==> config.mk <==
export PLATFORM = sky130hd
export DESIGN_NAME = pipe_stage_reg
export DESIGN_NICKNAME = d
export VERILOG_FILES = /design/src/rtl/pipe_stage_reg.sv
export SDC_FILE = /design/constraint.sdc
export NUM_CORES = 1
export LEC_CHECK = 0
export ABC_AREA = 1
export BUFFER_PORTS_ARGS = -buffer_cell sky130_fd_sc_hd__buf_2
export CORE_ASPECT_RATIO = 0.7
export CORE_MARGIN = 4
export CORE_UTILIZATION = 46
export CTS_CLUSTER_DIAMETER = 30
export DETAILED_ROUTE_END_ITERATION = 8
export GPL_ROUTABILITY_DRIVEN = 0
export GPL_TIMING_DRIVEN = 0
export PLACE_DENSITY = 0.79
export REMOVE_ABC_BUFFERS = 1
export SETUP_SLACK_MARGIN = 0.02
export SLEW_MARGIN = 5
export SYNTH_ARGS = -nofsm -noshare
export SYNTH_HDL_FRONTEND = slang
export SYNTH_SLANG_ARGS = --single-unit
==> constraint.sdc <==
create_clock -name clk -period 3.8 [get_ports clk]
set_clock_uncertainty 0.15 [all_clocks]
set_input_delay 0.57 -clock clk [delete_from_list [all_inputs] [get_ports clk]]
set_output_delay 0.57 -clock clk [all_outputs]
set_load 0.01 [all_outputs]
==> src/rtl/pipe_stage_reg.sv <==
// pipe_stage_reg
// ---------------------------------------------------------------------------
// Inter-stage pipeline register for the OpenMIPS core. One instance can sit
// on any stage boundary (IF/ID, ID/EX, EX/MEM, MEM/WB). It carries LANES
// independent payload lanes, each with its own valid bit, and obeys the
// global stall vector. It has a synchronous flush for branch and exception
// recovery. When this stage stops but the downstream stage keeps running,
// the register inserts a bubble so the downstream stage sees a nop.
//
// Each cycle exactly one action is taken, in this priority order:
//    RESET  > FLUSH > BUBBLE (hold & !next_stop) > LOAD (!hold) > KEEP
//
// Optional feature: define PIPE_STAGE_REG_CNT_EN to add the saturating
// bubble and hold performance counters and the cnt_clr input.
//
// Parameters:
//    DATA_W   payload width per lane
//    LANES    number of parallel lanes
//    STAGE    this register's own bit in stall; STAGE+1 is the downstream bit
//    STALL_W  stall vector width
//    CNT_W    counter width (only meaningful with PIPE_STAGE_REG_CNT_EN)
//
// Ports:
//    clk         clock, rising edge
//    rst         synchronous active-high reset
//    stall       global stall vector, 1 = stop
//    flush       synchronous kill of all lanes
//    in_valid    per-lane valid from the upstream stage
//    in_data     payload; lane i occupies [i*DATA_W +: DATA_W]
//    out_valid   registered per-lane valid
//    out_data    registered payload (invalid lanes always carry zero)
//    cnt_clr     synchronous counter clear          (macro only)
//    bubble_cnt  number of BUBBLE cycles, saturating (macro only)
//    hold_cnt    number of KEEP cycles, saturating   (macro only)
// ---------------------------------------------------------------------------
module pipe_stage_reg #(
   parameter int DATA_W  = 64,
   parameter int LANES   = 1,
   parameter int STAGE   = 1,
   parameter int STALL_W = 6,
   parameter int CNT_W   = 32
) (
   input  logic                      clk,
   input  logic                      rst,
   input  logic [STALL_W-1:0]        stall,
   input  logic                      flush,
   input  logic [LANES-1:0]          in_valid,
   input  logic [LANES*DATA_W-1:0]   in_data,
   output logic [LANES-1:0]          out_valid,
   output logic [LANES*DATA_W-1:0]   out_data
`ifdef PIPE_STAGE_REG_CNT_EN
   ,
   input  logic                      cnt_clr,
   output logic [CNT_W-1:0]          bubble_cnt,
   output logic [CNT_W-1:0]          hold_cnt
`endif
);

   // The action chosen for the current cycle.
   typedef enum logic [2:0] {
      ACT_RESET,
      ACT_FLUSH,
      ACT_BUBBLE,
      ACT_LOAD,
      ACT_KEEP
   } action_t;

   // Reject parameter combinations that would index outside the stall
   // vector or produce a zero-width counter.
   generate
      if (STAGE < 0 || STAGE > STALL_W - 2) begin : g_bad_stage
         $error("pipe_stage_reg: STAGE must lie in 0..STALL_W-2");
      end
      if (CNT_W < 1) begin : g_bad_cnt
         $error("pipe_stage_reg: CNT_W must be at least 1");
      end
   endgenerate

   logic    hold;
   logic    next_stop;
   action_t action;
   logic [LANES*DATA_W-1:0] load_data;

   // Only our own stall bit and the downstream one matter; all other stall
   // bits are deliberately ignored.
   logic    unused_stall;
   assign unused_stall = ^stall;

   assign hold      = stall[STAGE];
   assign next_stop = stall[STAGE+1];

   // Pick this cycle's action. hold=0 with next_stop=1 is an upstream
   // controller error, but it still loads so the pipeline never wedges.
   always_comb begin
      action = ACT_KEEP;
      if (rst) begin
         action = ACT_RESET;
      end else if (flush) begin
         action = ACT_FLUSH;
      end else if (hold && !next_stop) begin
         action = ACT_BUBBLE;
      end else if (!hold) begin
         action = ACT_LOAD;
      end else begin
         action = ACT_KEEP;
      end
   end

   // Mask the payload of invalid lanes to zero so a dead lane never leaks
   // stale data downstream.
   always_comb begin
      load_data = '0;
      for (int i = 0; i < LANES; i++) begin
         if (in_valid[i]) begin
            load_data[i*DATA_W +: DATA_W] = in_data[i*DATA_W +: DATA_W];
         end
      end
   end

   // The register itself. RESET, FLUSH and BUBBLE all produce the all-zero
   // nop word, and KEEP leaves the contents untouched.
   always_ff @(posedge clk) begin
      unique case (action)
         ACT_RESET, ACT_FLUSH, ACT_BUBBLE: begin
            out_valid <= '0;
            out_data  <= '0;
         end
         ACT_LOAD: begin
            out_valid <= in_valid;
            out_data  <= load_data;
         end
         ACT_KEEP: begin
            out_valid <= out_valid;
            out_data  <= out_data;
         end
         default: begin
            out_valid <= '0;
            out_data  <= '0;
         end
      endcase
   end

`ifdef PIPE_STAGE_REG_CNT_EN
   // Performance counters. They saturate at all-ones instead of wrapping.
   // Clearing beats incrementing. Flush cycles are not counted, and a flush
   // does not otherwise disturb the counters.
   always_ff @(posedge clk) begin
      if (rst || cnt_clr) begin
         bubble_cnt <= '0;
         hold_cnt   <= '0;
      end else begin
         if (action == ACT_BUBBLE && bubble_cnt != '1) begin
            bubble_cnt <= bubble_cnt + CNT_W'(1);
         end
         if (action == ACT_KEEP && hold_cnt != '1) begin
            hold_cnt <= hold_cnt + CNT_W'(1);
         end
      end
   end
`endif

endmodule
==> results.yml <==
layout:
  final_area_sq_um: 3836
  final_common_cell: "buf_2"
  final_nets: 420
  fillerInstances: 504
  final_cell_mix: "buf_2, inv_1, edfxtp_1"
  areaGrowthSynthToFinish_pct: 30.36
  n_antenna_cell: 0
  utilization_pct: 61.71
  layout-drive-gt1-share_pct: 57.31
critical_path:
  path_cells: "buf_2 -> inv_1 -> nor2_1 -> nand2_4 -> buf_16 -> nor2_1"
  worst-path-max-fanout: 35
  slowest_delay_ps: 560
  startpoint_type: "primary input"
  worst_setup_path_end_kind: "flop"
  timing.critical_path.mode_cell: "nor2_1"
  crit_slowest_cell: "nand2_4"
  critPathArrivalTime_ps: 1810
  critPathKind: "primary input to flop"
  worst-path-buf-inv: 3
  worst_ep_required_time_ps: 3720
  cp_top_family: "simple AND/OR/NAND/NOR gates"
timing:
  tns_ps: 0
  worst_pin_slew_ps: 771.4
  finalHoldViolations: 0
  setup_slack_ps: 1903
  slew_violations: 0
  rsz0062_at_grt: "no"
  finalCriticalPeriod_ps: 1897
  max_slew_margin_pct: 48.57
  fmaxAchievable_mhz: 527.1
  setup_viol: 0
  post-route-period-util_pct: 49.93
placement:
  place.port_buffers: 134
  dpl_cell_area_sq_um: 3662
  dp_hpwl_um: 3978
  dpl_worst_slack_ps: 1548
synthesis:
  ys_seq_area_share_pct: 66.33
  synth.top_cell.area_share_pct: 66.33
  synth_cell_type_count: 10
  syn_area_sq_um: 2943
  avgSynthCellArea_sq_um: 14.29
  synth_area_leader_cell: "edfxtp_1"
  ys.warnings.count: 0
  synthTopCellsByArea: "edfxtp_1, nor2_4, inv_1"
  synth_cells: 206
  synth_seq_cells: 65
clocking:
  clk_transition_reported_paths_ps: 60
  cts_setup_buffers: 0
  hold_buffers: 0
  clk_path_buf_depth: 2
  clock-sinks: 65
  cts_buffers: 9
  cts-root-buf: "clkbuf_8"
  cts_resized: 0
  cts_tree: "built"
  htree_levels: 3
drt:
  drt_iter0_markers: 44
  routedWlPerCell_um: 12.25
  drcViolationCount: 0
  ant_nets: 0
  drt-total-wl_um: 5229
  first_pass_iters: 4
  vias: 1793
  vias_per_cell: 4.199
grt:
  antenna_found_initial: 0
  grt_max_degree: 38
  track_usage_pct: 14.51
  grt_pass1_wl_um: 8459
  overflow: 0
  grt_pass1_vias: 1850
outcome:
  status: "complete, no violations"
pwr:
  p_leak_nw: 2.017
  power-per-cell-area_nw_per_um2: 389.3
  peakVddDrop_uv: 225.2
floorplanning:
  start_util_pct: 47.34
  die_y_um: 74.92
  ios: 139
  coreArea_sq_um: 6216
  dieArea_sq_um: 7762
  rows: 24
  die_width_um: 103.6
worst_hold_path:
  hold_class: "primary input to flop"
flow_run:
  max-cap-violations: 0
-- Yosys cell counts, drive strengths merged --
master  number
inv         66
nor2        66
edfxtp      65
buf          7
nand2        1
nand3        1
-- metrics by stage --
step                      total power (W)  hold slack [ps]  cells
after floorplan                 0.0009156            628.0    199
after global placement          0.0009830            713.0    411
after detailed placement        0.0009797            721.9    413
after CTS                        0.001521            363.5    427
after global routing             0.001569            374.9    427
final                            0.001493            392.5    427
-- logic make-up after synthesis --
| logic type | synth area share (%) |
|---|---|
| buffers and inverters | 12.37 |
| DFF | 66.33 |
| and+or+nand+nor | 21.30 |
-- power breakdown --
part,leakage (nW),switching (W),internal (W)
sequential,0.773,0.00000629,0.000813
combinational,1.16,0.0000827,0.0000591
clock,0.0856,0.000239,0.000292
-- worst paths after layout --
path	startpoint	end	slack (ps)	cells after the start
max	in_valid	out_data[55]	1900	6
min	in_data[58]	out_data[58]	390	3
-- flip-flops by register name (all words and copies together), names as in the netlist --
register	flops
out_valid	1
out_data	64
-- cell type report --
| type | instances | area (sq um) | area share (%) |
|---|---|---|---|
| sequential | 65 | 1952 | 50.88 |
| timing repair buffer | 136 | 718.2 | 18.72 |
| multi-input combinational | 68 | 646.9 | 16.86 |
| inverter | 66 | 247.7 | 6.458 |
| clock buffer | 10 | 127.6 | 3.327 |
| tap | 78 | 97.59 | 2.544 |
| clock inverter | 4 | 46.29 | 1.207 |
-- layer usage --
metal / global-route usage (%) / vias up / wire length [um]
met5: 0 / - / 0
met4: 7.080 / 0 / 51
met3: 9.597 / 6 / 743
met2: 23.99 / 96 / 2467
met1: 14.59 / 796 / 1967
li1: - / 895 / -
Power figures use the tool's default switching activity.
